===== src/rtl/m68k_bus_pkg.sv =====
// Shared types and helpers for the 68000 bus controller.
//   bus_state_t : bus cycle state encoding
//   FC_IACK     : function code of an interrupt-acknowledge cycle
//   DEF_BASE    : default region bases (region i at word address i<<15)
//   region_hit  : address-region match test
package m68k_bus_pkg;

   localparam int unsigned ADDR_W  = 23;
   localparam int unsigned DATA_W  = 16;
   localparam int unsigned WAIT_W  = 4;
   localparam int unsigned MAX_REG = 8;

   localparam logic [2:0] FC_IACK = 3'b111;

   localparam logic [MAX_REG*ADDR_W-1:0] DEF_BASE = {
      23'h038000, 23'h030000, 23'h028000, 23'h020000,
      23'h018000, 23'h010000, 23'h008000, 23'h000000
   };

   typedef enum logic [2:0] {
      ST_IDLE,
      ST_DECODE,
      ST_WAIT,
      ST_ACK,
      ST_BERR
   } bus_state_t;

   // Region match: masked address equals the region base.
   function automatic logic region_hit(input logic [ADDR_W-1:0] addr,
                                       input logic [ADDR_W-1:0] base,
                                       input logic [ADDR_W-1:0] mask);
      return (addr & mask) == base;
   endfunction

endpackage


===== src/rtl/m68k_ipl_enc.sv =====
// Interrupt priority encoder for the 68000 IPL inputs.
//   clk, reset_n : clock, synchronous active-low reset
//   irq[6:0]     : level requests, bit k is level k+1
//   phi2         : update enable, ipl_n changes only when phi2 is high
//   ipl_n[2:0]   : active-low encoded highest pending level
module m68k_ipl_enc (
   input  logic       clk,
   input  logic       reset_n,
   input  logic [6:0] irq,
   input  logic       phi2,
   output logic [2:0] ipl_n
);

   logic [2:0] level_c;

   // Highest asserted level wins.
   always_comb begin
      level_c = 3'd0;
      for (int k = 0; k < 7; k++) begin
         if (irq[k]) level_c = 3'(k + 1);
      end
   end

   always_ff @(posedge clk) begin
      if (!reset_n)  ipl_n <= 3'b111;
      else if (phi2) ipl_n <= ~level_c;
   end

endmodule


===== src/rtl/m68k_bus_ctrl.sv =====
// 68000 bus controller: CPU phase enables, region decode, wait states,
// DTACK/VPA/BERR generation, read-data mux and interrupt level encoding.
//   clk, reset_n              : clock, synchronous active-low reset
//   phi1, phi2                : CPU phase enables
//   as_n, rw, uds_n, lds_n    : CPU bus strobes
//   fc, cpu_a                 : function code, word address A23:A1
//   dtack_n, berr_n, vpa_n    : CPU acknowledges
//   cpu_din                   : read data to CPU
//   reg_din, rdy              : per-region read data and ready
//   sel, we, re               : one-hot region select, qualified strobes
//   irq, ipl_n                : interrupt requests, encoded level
module m68k_bus_ctrl
   import m68k_bus_pkg::*;
#(
   parameter int unsigned                N_REG    = 4,
   parameter int unsigned                CLK_DIV  = 1,
   parameter logic [N_REG*ADDR_W-1:0]    REG_BASE = DEF_BASE[N_REG*ADDR_W-1:0],
   parameter logic [N_REG*ADDR_W-1:0]    REG_MASK = {N_REG{23'h7FC000}},
   parameter logic [N_REG*WAIT_W-1:0]    REG_WAIT = '0,
   parameter logic [N_REG-1:0]           REG_RDY  = '0,
   parameter int unsigned                BERR_TO  = 255
) (
   input  logic                    clk,
   input  logic                    reset_n,
   output logic                    phi1,
   output logic                    phi2,
   input  logic                    as_n,
   input  logic                    rw,
   input  logic                    uds_n,
   input  logic                    lds_n,
   input  logic [2:0]              fc,
   input  logic [23:1]             cpu_a,
   output logic                    dtack_n,
   output logic                    berr_n,
   output logic                    vpa_n,
   output logic [DATA_W-1:0]       cpu_din,
   input  logic [N_REG*DATA_W-1:0] reg_din,
   input  logic [N_REG-1:0]        rdy,
   output logic [N_REG-1:0]        sel,
   output logic                    we,
   output logic                    re,
   input  logic [6:0]              irq,
   output logic [2:0]              ipl_n
);

   localparam int unsigned PHI_W = $clog2(2 * CLK_DIV);
   localparam int unsigned TO_W  = $clog2(BERR_TO + 1);

   bus_state_t         state, state_nxt;
   logic [PHI_W-1:0]   phi_cnt;
   logic [TO_W-1:0]    to_cnt, to_nxt;
   logic [WAIT_W-1:0]  wait_cnt, wait_nxt, wait_c;
   logic [N_REG-1:0]   hit_c, sel_nxt;
   logic               iack_q, iack_nxt, iack_c;
   logic               armed, armed_nxt;
   logic               timeout_c, rdy_ok_c;
   logic               dtack_nxt, berr_nxt, vpa_nxt, we_nxt, re_nxt;
   logic [DATA_W-1:0]  din_nxt;

   // Lowest-index hitting region and its wait-state count.
   always_comb begin
      hit_c  = '0;
      wait_c = '0;
      for (int i = int'(N_REG) - 1; i >= 0; i--) begin
         if (region_hit(cpu_a, REG_BASE[i*ADDR_W +: ADDR_W], REG_MASK[i*ADDR_W +: ADDR_W])) begin
            hit_c    = '0;
            hit_c[i] = 1'b1;
            wait_c   = REG_WAIT[i*WAIT_W +: WAIT_W];
         end
      end
   end

   assign iack_c    = (fc == FC_IACK) && (&cpu_a[23:4]);
   assign timeout_c = (to_cnt == TO_W'(BERR_TO - 1));
   assign rdy_ok_c  = ((sel & REG_RDY & ~rdy) == '0);

   // Next state and next register values; outputs follow the next state.
   always_comb begin
      state_nxt = state;
      sel_nxt   = sel;
      iack_nxt  = iack_q;
      wait_nxt  = wait_cnt;
      to_nxt    = to_cnt;
      armed_nxt = armed;
      din_nxt   = '0;

      // A new cycle needs as_n seen high first, so a strobe held across reset is ignored.
      if (as_n) armed_nxt = 1'b1;

      case (state)
         ST_IDLE: begin
            to_nxt = '0;
            if (armed && !as_n && (!uds_n || !lds_n)) begin
               state_nxt = ST_DECODE;
               armed_nxt = 1'b0;
            end
         end
         ST_DECODE: begin
            to_nxt   = to_cnt + 1'b1;
            sel_nxt  = iack_c ? '0 : hit_c;
            iack_nxt = iack_c;
            wait_nxt = wait_c;
            if (as_n)           state_nxt = ST_IDLE;
            else if (timeout_c) state_nxt = ST_BERR;
            else if (iack_c)    state_nxt = ST_ACK;
            else                state_nxt = ST_WAIT;
         end
         ST_WAIT: begin
            to_nxt = to_cnt + 1'b1;
            if (wait_cnt != '0) wait_nxt = wait_cnt - 1'b1;
            // Unmapped cycles (sel=0) can only leave via timeout or abort.
            if (as_n)           state_nxt = ST_IDLE;
            else if (timeout_c) state_nxt = ST_BERR;
            else if ((sel != '0) && (wait_cnt == '0) && rdy_ok_c) state_nxt = ST_ACK;
         end
         ST_ACK, ST_BERR: begin
            if (as_n) state_nxt = ST_IDLE;
         end
         default: state_nxt = ST_IDLE;
      endcase

      if (state_nxt == ST_IDLE) begin
         sel_nxt  = '0;
         iack_nxt = 1'b0;
      end

      dtack_nxt = !((state_nxt == ST_ACK) && !iack_nxt);
      vpa_nxt   = !((state_nxt == ST_ACK) && iack_nxt);
      berr_nxt  = (state_nxt != ST_BERR);
      we_nxt    = ((state_nxt == ST_WAIT) || (state_nxt == ST_ACK)) && (sel_nxt != '0) && !rw;
      re_nxt    = ((state_nxt == ST_WAIT) || (state_nxt == ST_ACK)) && (sel_nxt != '0) && rw;

      for (int i = 0; i < int'(N_REG); i++) begin
         if (sel[i]) din_nxt = reg_din[i*DATA_W +: DATA_W];
      end
   end

   // State register.
   always_ff @(posedge clk) begin
      if (!reset_n) state <= ST_IDLE;
      else          state <= state_nxt;
   end

   // Datapath, phase counter and registered outputs.
   always_ff @(posedge clk) begin
      if (!reset_n) begin
         phi_cnt  <= '0;
         phi1     <= 1'b0;
         phi2     <= 1'b0;
         to_cnt   <= '0;
         wait_cnt <= '0;
         sel      <= '0;
         iack_q   <= 1'b0;
         armed    <= 1'b0;
         dtack_n  <= 1'b1;
         berr_n   <= 1'b1;
         vpa_n    <= 1'b1;
         we       <= 1'b0;
         re       <= 1'b0;
         cpu_din  <= '0;
      end else begin
         phi_cnt  <= (phi_cnt == PHI_W'(2 * CLK_DIV - 1)) ? '0 : phi_cnt + 1'b1;
         phi1     <= (phi_cnt == PHI_W'(CLK_DIV - 1));
         phi2     <= (phi_cnt == PHI_W'(2 * CLK_DIV - 1));
         to_cnt   <= to_nxt;
         wait_cnt <= wait_nxt;
         sel      <= sel_nxt;
         iack_q   <= iack_nxt;
         armed    <= armed_nxt;
         dtack_n  <= dtack_nxt;
         berr_n   <= berr_nxt;
         vpa_n    <= vpa_nxt;
         we       <= we_nxt;
         re       <= re_nxt;
         cpu_din  <= din_nxt;
      end
   end

   m68k_ipl_enc u_ipl_enc (
      .clk     (clk),
      .reset_n (reset_n),
      .irq     (irq),
      .phi2    (phi2),
      .ipl_n   (ipl_n)
   );

endmodule


===== config.mk =====
export PLATFORM = sky130hd
export DESIGN_NAME = m68k_bus_ctrl
export DESIGN_NICKNAME = d
export VERILOG_FILES = /design/src/rtl/m68k_bus_pkg.sv /design/src/rtl/m68k_ipl_enc.sv /design/src/rtl/m68k_bus_ctrl.sv
export SDC_FILE = /design/constraint.sdc
export NUM_CORES = 1
export LEC_CHECK = 0
export BUFFER_PORTS_ARGS = -buffer_cell sky130_fd_sc_hd__buf_2
export CAP_MARGIN = 20
export CORE_MARGIN = 4
export CORE_UTILIZATION = 48
export DETAILED_ROUTE_END_ITERATION = 7
export PLACE_DENSITY_LB_ADDON = 0.08
export SLEW_MARGIN = 40
export SYNTH_ARGS = -nofsm -noshare
export SYNTH_HDL_FRONTEND = slang
export SYNTH_SLANG_ARGS = --single-unit

===== constraint.sdc =====
create_clock -name clk -period 3.65 [get_ports clk]
set_input_delay 0.73 -clock clk [delete_from_list [all_inputs] [get_ports clk]]
set_output_delay 0.73 -clock clk [all_outputs]
set_load 0.01 [all_outputs]

* Word level (Yosys, flattened, before mapping)
Index checks and enable logic that the tools add are counted.
** Storage, ports and cells
- Register bits :: 48
- Bits in latches :: 0
- Memory bits (writable) :: 0
- Bits in read-only memories :: 0
- Input bits :: 107
- Output and inout bits :: 30
- Memories kept :: 0
** Operators by class
- Add/sub/neg operators :: 3
- Multipliers :: 0
- Div/mod/pow operators :: 0
- Magnitude comparators :: 0
- Equality and inequality tests :: 13
- Shifts and indexed selects :: 0
- Multiplexer cells :: 35
- Bitwise gates (word level) :: 3
- Reductions and logical operators :: 32
** Operators with widths (number)
- $mux W16 :: 4
- $mux W3 :: 11
- $mux W4 :: 8
- $logic_not A23 Y1 :: 1
- $reduce_and A20 Y1 :: 1
- $eq A9 B3 Y1 const B :: 2
- $pmux W8 S2 :: 1
- $eq A3 B2 Y1 const B :: 4
- $pmux W3 S4 :: 1
- $reduce_bool A4 Y1 :: 3
- $eq A9 B2 Y1 const B :: 1
- $logic_and A1 B1 Y1 :: 9
- $add A8 B1 Y8 const B :: 1
- $eq A8 B8 Y1 const B :: 1
- $pmux W4 S2 :: 1
- $logic_not A1 Y1 :: 7
- $mux W1 :: 7
- $eq A3 B3 Y1 const B :: 2
- $logic_not A3 Y1 :: 2
- $reduce_or A2 Y1 :: 3
- $logic_not A4 Y1 :: 1
- $mux W2 :: 2
- $reduce_bool A2 Y1 :: 2
- $sub A4 B1 Y4 const B :: 1
- 8 further kinds :: 10

* Depth between registers and ports, before layout
Gate-level depths: netlist of the first run.
- Depth after elaboration :: 11
- Depth in mapped cells :: 8
- Gate-level depth less buffers :: 7

* By module
From an unflattened synthesis of the first run, not the netlist that was laid out.
** Second synthesis, totals
- Cell total of the unflattened synthesis :: 246
- Area total of the unflattened synthesis :: 2210.9 µm²
** By module, submodules not included
- m68k_bus_ctrl :: instances 1, cells an instance 228, area each 2069.5 µm², seq. area each 900.9 µm²
- m68k_ipl_enc :: instances 1, cells an instance 18, area each 141.4 µm², seq. area each 60.1 µm²

* Least setup slack after synthesis of the first run
No wires, ideal clock.
- Path type :: input to register
- Start point :: in as_n
- End point :: reg sel[3]
- Arrival :: 1547 ps
- Setup slack :: 2033 ps
- Cell stages on the path :: 5
- Cells stage by stage :: nor4bb_1 > a41o_1 > o21ai_0 > a21o_4 > a21oi_1
** Between the ends
- Cells in the longest elaborated chain, start to end :: 7
- Elaborated cells on any way between the ends :: 10
- Those cells by class :: mux: 6; reduce/logical: 4
** Ends and longest elaborated chain
- from (decl) :: RTL line m68k_bus_ctrl.sv:27 : input logic as_n,
- $logic_not A1 Y1 :: RTL line m68k_bus_ctrl.sv:93 : if (armed && !as_n && (!uds_n || !lds_n)) begin
- $logic_and A1 B1 Y1 (2 in series) :: RTL line m68k_bus_ctrl.sv:93
- $mux W3 :: RTL line m68k_bus_ctrl.sv:93
- $pmux W3 S4 * :: RTL line m68k_bus_ctrl.sv:90 : case (state)
- $logic_not A3 Y1 * :: RTL line m68k_bus_ctrl.sv:122 : if (state_nxt == ST_IDLE) begin
- $mux W4 * :: RTL line m68k_bus_ctrl.sv:122
- to (signal assigned) :: RTL line m68k_bus_ctrl.sv:167 : sel <= sel_nxt;
- to (decl) :: RTL line m68k_bus_ctrl.sv:39 : output logic [N_REG-1:0] sel,
Every way passes the cells marked *; elsewhere a longest branch is shown, timed or not.
A chain may end at the register's enable or synchronous reset.

* Worst setup path in the final report of the first run
- Start point :: reg sel[1]
- End point :: out sel[1]
No word-level cell between the ends.

==> impl_results.md, run 1 <==
* Status: complete, no violations
* Filler Cell Count at about 450
* Max IR drop VDD at just over 0.0002 V
* Total gr overflow at 0
* Number of global-route vias before repair at 2229
* Max-slew headroom at 0.522
* Area of the multi-input gates at ~0.0014 mm2
* Synthesized area at between 0.002 and 0.0025 mm2
* Layer with the highest usage: met2
* HPWL after DPL at roughly 5.3 mm
* Leak Pwr at ~1.4 nW
* Fin Clk Skew at roughly 0.0043 ns
* Fmax at slightly below 500 MHz
* RSZ-0062 raised after global routing: no
* Die Wd at 79.1 um
* Most frequent cells in the layout: buf_2, dfxtp_1, nor2b_1
* CTS max path bufs at 2
* Die Area at 0.00626 mm2
* Critical Path End Type: primary output
* Hold_buf cts at 0
* Int Power at 0.000785 W
* Gpl congestion at just over 0.8
* Reg2reg path depth at 6
* Clk sinks at 48
* First drt pass iteration count at 4
* Slowest CP cell: dfxtp_1
* Vias per inst at ~5.3
* Setup ws final at approximately 1.6 ns
* Largest net degree at the start of global routing at 34
* Number of DRC markers in iteration 0 at between 100 and 150
* Tmin final at ~2.1 ns
* Post-synth EDFFs at 0
* Max-slew violation count at 0
* Crit path largest cell delay at roughly 0.8 ns
* Drt drc at 0
* Mapped Nets at 396
* GRT Util Overall at 0.202
* Initial antenna violation count at 0
* Ys flop type: dfxtp_1
* RR Startpoint: sel[1]
* Port bufs at 129
* Delay-heaviest family, CP: flip-flops
* Area grow syn2layout at 32.1%
* Cell Rows at 25
* DIE HEIGHT at ~80 um
* Pre-CTS setup slack at approximately 1.6 ns
* Setup TNS at 0 ns
* Worst Path Buf+Inv at 1
* Comb pwr share at 0.091
* Avg Inst Size Synth at about 8.5 um2
* Tightest Hold Check Type: flip-flop to flip-flop
* Num CTS Buffers at 5
* Max-Cap Viols at 0
* Worst Hold Launch: phi_cnt
* Post-synthesis sequential area ratio at 0.396
* Routed WL at between 6 and 7 mm
* Post-CTS sizing at 0
* CTS root buf: clkbuf_8
* Clock transition at path regs at 0.09 ns
* Count of cell types in the netlist at 48
* Post-CTS setup buffer count at 0
* First-pass GRT wire length at approximately 10 mm
* Sw Pwr at about 0.00021 W
* #FFs+latches synth at 48
* Critical path fanouts, max at 20
* Ports at roughly 140
* Area after DPL at 0.00310 mm2
* Antenna Nets Post-Route at 0
* H-Tree Level Count at 2
* Post-synthesis cell count at between 200 and 300
* Source of the critical timing path: sel[1]
* Starting density of the core at 0.504
* Met1 Usage GRT at 0.246
* Switching share of power at 0.215
* Power per cell area at 312 mW/mm2
* R2r setup slk at 1.64 ns
* Share of layout cells above drive strength 1 at 0.367
* Worst path required time at 2.92 ns
* Met3 usage at 0.0567
* Via count at between 2000 and 3000
* Core ar. at 0.00482 mm2
* Worst setup SP type: flip-flop
* FF+latch area at a little under 0.001 mm2
* DR WL/cell at ~14 um
* Final Hold Vio Count at 0
* Routing usage on met2 at 0.350
* CTS tree: built
* CP Data Arrival Time at 1.34 ns
* Worst-Skew Late Latency at between 0.2 and 0.3 ns
* Clk pwr share at 0.375
* Seq pwr share at 0.534
* Diodes inserted at 0
* Hold Path Sink: phi1
* Slew @ Worst Pin at 0.711 ns
* Fin nets at roughly 520
* Worst-path cell chain: buf_2
* Critical path class: flip-flop to primary output
* Post-route cell area at 0.00321 mm2
* R2R Path End: cpu_din[14]
* Hold depth at 1
* Period utilization at 0.567
* Most common cell after layout, fill and taps aside: buf_2
* Asr flop ratio synth at 0
* Yosys warning count at 0
* WHS at about 0.44 ns
* Final setup violation count at 0
## layout make-up
| type | count | area share |
|---|---|---|
| Clock buffer | 5 | 0.0215 |
| Tap cell | 67 | 0.0261 |
| Sequential cell | 48 | 0.300 |
| Clock inverter | 3 | 0.0133 |
| Multi-Input combinational cell | 213 | 0.422 |
| Inverter | 8 | 0.00936 |
| Timing Repair Buffer | 132 | 0.208 |
## logic make-up (layout without fill, tap and decap cells)
group	after synthesis	count (layout)	synth area share
simple gates	127	127	0.296
compound gates	73	73	0.209
flops	48	48	0.396
buf+inv	25	148	0.0469
xor+xnor	9	9	0.0325
fa+ha+maj	3	3	0.0155
mux	1	1	0.00412
## registers in the layout, indices dropped and copies added, names as in the netlist
register and flops:
cpu_din 16, to_cnt 8, sel 4, wait_cnt 4, state 3, u_ipl_enc.ipl_n 3, armed 1, berr_n 1
dtack_n 1, iack_q 1, phi1 1, phi2 1, phi_cnt 1, re 1, vpa_n 1, we 1
## how the worst max path moves through the flow
stage                     slack, ns           to  cells past startpoint
after floorplan                2.03       sel[3]                      5
after global placement         1.66       iack_q                      5
after detailed placement       1.63       iack_q                      5
after CTS                      1.59       sel[1]                      1
after global routing           1.42  cpu_din[12]                      6
final                          1.58       sel[1]                      1
## routing by layer
| metal | up-vias | part of all wire |
|---|---|---|
| li1 | 1278 | - |
| met1 | 1150 | 0.42 |
| met4 | 0 | 0.0085 |
| met2 | 89 | 0.50 |
| met5 | - | 0 |
| met3 | 7 | 0.079 |
## metrics by stage
stage,cells,total power [W],util
after floorplan,286,0.000574,-
after global routing,476,0.00104,0.666
final,476,0.000999,0.666
after detailed placement,468,0.000637,0.643
after global placement,468,0.000635,0.643
after CTS,476,0.00101,0.666
## Yosys cell counts (2+ instances only)
| master | n | area [um2] |
|---|---|---|
| dfxtp_1 | 48 | 961 |
| nor2b_1 | 38 | 238 |
| a21oi_1 | 29 | 145 |
| nor3_1 | 21 | 105 |
| nand2_1 | 19 | 71.3 |
| nor2_1 | 17 | 63.8 |
| a221oi_1 | 16 | 140 |
| clkbuf_1 | 12 | 45.0 |
| inv_1 | 8 | 30.0 |
| o21ai_0 | 7 | 35.0 |
| nand4_1 | 6 | 37.5 |
| nand3_1 | 5 | 25.0 |
| xnor2_1 | 5 | 43.8 |
| nor4_1 | 4 | 25.0 |
| xor2_1 | 4 | 35.0 |
| and2_1 | 3 | 18.8 |
| buf_4 | 3 | 22.5 |
| ha_1 | 3 | 37.5 |
| a21oi_2 | 2 | 17.5 |
| a22oi_1 | 2 | 15.0 |
| a41o_1 | 2 | 20.0 |
| a41oi_1 | 2 | 17.5 |
| and3_1 | 2 | 12.5 |
| and4_1 | 2 | 17.5 |
| o21a_1 | 2 | 15.0 |
| o31ai_1 | 2 | 15.0 |
## power by group through the flow
stage	clock network (W)	registers (W)	logic, W
floorplan	0	0.000546	0.0000272
global placement	0	0.000546	0.0000890
detailed placement	0	0.000546	0.0000907
CTS	0.000384	0.000534	0.0000913
global route	0.000407	0.000535	0.0000998
finish	0.000375	0.000534	0.0000906
No activity file was read; power rests on OpenSTA's default activity.
==> run 2: changes to the inputs <==
- ABC_AREA: default -> 1
- CORE_UTILIZATION: 48 -> 40
- clock period: 3.65 -> 1.66 ns (I/O delays scaled with it)
==> run 2 against run 1 <==
  * Synthesized cell count increased by 24%
  * Wire length grew 0.40%
  * First-iteration DRC count fell by 28%
  * Sequential share of layout area down 1.4 points
  * Combinational power increased to 3.1 times the previous value
==> impl_results.md, run 2 <==
* Most common cell after layout, fill and taps aside: buf_2
* Synth cell count leaders: nand2_1, a21oi_1, dfxtp_1
* Max IR drop VDD at 0.000583 V
* Final Hold Vio Count at 0
* GRT Util Overall at 0.180
* CTS max path bufs at 2
* Pre-CTS setup slack at between 0.02 and 0.025 ns
* Period utilization at 0.994
* Int Power at 0.00185 W
* Number of global-route vias before repair at roughly 2500
* Worst path required time at 1.86 ns
* Port bufs at roughly 130
* Clk sinks at 48
* Num CTS Buffers at 5
* Ports at 137
* Post-synthesis cell count at roughly 360
* Biggest regs: cpu_din: 16 flops, to_cnt: 8 flops
* Core ar. at between 0.005 and 0.006 mm2
* Max-Cap Viols at 0
* #FFs+latches synth at 48
* Fin nets at between 600 and 700
* Area leader, netlist: dfxtp_1
* Status: complete, no violations
* First-pass GRT wire length at roughly 11 mm
* Leak Pwr at between 1.5 and 2 nW
* Asr flop ratio synth at 0
* Largest register FFs at 16
* Antenna Nets Post-Route at 0
* Most common cell in the netlist: nand2_1
* Most frequent cells in the layout: buf_2, nand2_1, a21oi_1
* DR WL/cell at about 12 um
* Switching share of power at 0.220
* Critical path class: flip-flop to flip-flop
* Tmin final at around 1.7 ns
* Synth area leaders: dfxtp_1, a21oi_1, nand2_1
* Total gr overflow at 0
* Routed WL at approximately 6.8 mm
* DIE HEIGHT at approximately 85 um
* Post-synthesis sequential area ratio at 0.401
* Max-slew violation count at 0
* Critical path fanouts, max at 5
* CP Data Arrival Time at around 1.9 ns
* Vias per inst at around 4.9
* Largest net degree at the start of global routing at 35
* H-Tree Level Count at 2
* Drt drc at 0
* Clock transition at path regs at approximately 0.08 ns
* CTS root buf: clkbuf_8
* Number of DRC markers in iteration 0 at 94
* Post-synth EDFFs at 0
* Share of layout cells above drive strength 1 at 0.377
* Sw Pwr at 0.000521 W
* Setup ws final at roughly 0.0099 ns
* Ys flop type: dfxtp_1
* Max-slew headroom at 0.715
* Worst-Skew Late Latency at roughly 0.30 ns
* Initial antenna violation count at 0
* Slew @ Worst Pin at 0.428 ns
* Cell Rows at 27
* Area of the multi-input gates at 0.00131 mm2
* Setup TNS at 0 ns
* Die Area at about 0.0073 mm2
* Comb pwr share at 0.118
* Critical Path End Type: flip-flop
* Diodes inserted at 0
* Filler Cell Count at between 500 and 600
* Final setup violation count at 0
* Yosys top cell area share at 0.401
* Reg with most FFs: cpu_din
* First drt pass iteration count at 4
* Avg Inst Size Synth at between 6 and 7 um2
* Clk pwr share at 0.384
* Synthesized area at between 0.002 and 0.0025 mm2
* Fin Clk Skew at 0.00541 ns
* Die Wd at 85.4 um
* Fmax at 606 MHz
* Mapped Nets at 465
* Gpl congestion at approximately 0.84
* FF+latch area at 967 um2
* Starting density of the core at 0.424
* Power per cell area at approximately 700 mW/mm2
* Area grow syn2layout at 41.5%
* HPWL after DPL at roughly 5.2 mm
* Tightest Hold Check Type: input port to flip-flop
* CTS tree: built
* Count of cell types in the netlist at 29
* Seq pwr share at 0.498
* Via count at about 2700
* Worst setup SP type: flip-flop
* Hold_buf cts at 0
* Yosys warning count at 0
* RSZ-0062 raised after global routing: yes
-- run 2: cell count changes in the layout (fill, tap and decap cells not counted), sizes merged, moves of 4 or more --
cell    before  now
nand2       19   76
nor2b       38    0
a21oi       31   63
o21ai        7   36
inv          8   36
nor2        17   41
a221oi      16    0
buf        132  144
nand3        5   13
nor3        21   13
xnor2        5    0
nor4         5    1
xor2         4    0
-- run 2: worst paths after layout --
| path | end | slack (ns) | cells after the start | startpoint |
|---|---|---|---|---|
| worst max-delay path | re | 0.01 | 13 | to_cnt[0] |
| worst max register to register | re | 0.01 | 13 | to_cnt[0] |
| worst min-delay path | re | 0.26 | 3 | rw |
| worst min register to register | phi_cnt | 0.44 | 1 | phi_cnt |
-- run 2: critical path, stage by stage, from the launching register on --
cell and delay (ns):
dfxtp_2 0.33, inv_2 0.07, ha_4 0.12, nand2_2 0.05, nor2_2 0.11, nand2_2 0.08
nand3_2 0.08, o21ai_2 0.07, nor2_2 0.18, nand3_2 0.15, o21ai_1 0.11, nand2_1 0.08
nand2_2 0.09, nor2_1 0.04
-- run 2: logic make-up (layout without fill, tap and decap cells) --
logic type / Yosys count / count (layout) / share of synthesized area
adders and majority gates: 3 / 3 / 0.0157
and+or+nand+nor: 153 / 153 / 0.286
buffers and inverters: 49 / 188 / 0.0779
DFF: 48 / 48 / 0.401
AOI/OAI and AO/OA: 102 / 102 / 0.219
-- run 2: final cells by class --
cell class	count	area share
clock buffer	7	0.0284
clock inverter	1	0.00887
inverter	36	0.0399
multi-input combinational	258	0.387
sequential	48	0.286
tap	72	0.0266
timing repair buffer	144	0.224
-- run 2: power by group through the flow --
| stage | logic, W | clock network [W] | registers, W |
|---|---|---|---|
| 4_1_cts | 0.000256 | 0.000934 | 0.00118 |
| 5_1_grt | 0.000315 | 0.000984 | 0.00118 |
| 6_report | 0.000280 | 0.000911 | 0.00118 |
| 3_5_place_dp | 0.000253 | 0 | 0.00121 |
| 2_1_floorplan | 0.0000916 | 0 | 0.00121 |
| 3_3_place_gp | 0.000248 | 0 | 0.00121 |
-- run 2: metal layers --
layer / wire length, um / GRT usage / part of all wire / up-vias
met1: 2940 / 0.220 / 0.43 / 1196
li1: - / - / - / 1450
met2: 3300 / 0.316 / 0.48 / 95
met3: 519 / 0.0427 / 0.076 / 8
met4: 79 / 0.0460 / 0.012 / 0
met5: 0 / 0 / 0 / -
-- run 2: timing repair --
item                       4_1_cts  5_1_grt
setup buffers                    0        5
setup endpoints to repair        2       10
gates resized for setup          1       21
pin swaps                        0       10
-- run 2: metrics by stage --
step	utilization	cells	instance area [um2]	power (W)	hold slack, ns
floorplan	-	355	2390	0.00130	0.414
global placement	0.559	553	3150	0.00146	0.426
detailed placement	0.559	553	3150	0.00146	0.431
CTS	0.582	561	3280	0.00237	0.251
global route	0.600	566	3390	0.00248	0.253
finish	0.600	566	3390	0.00237	0.261
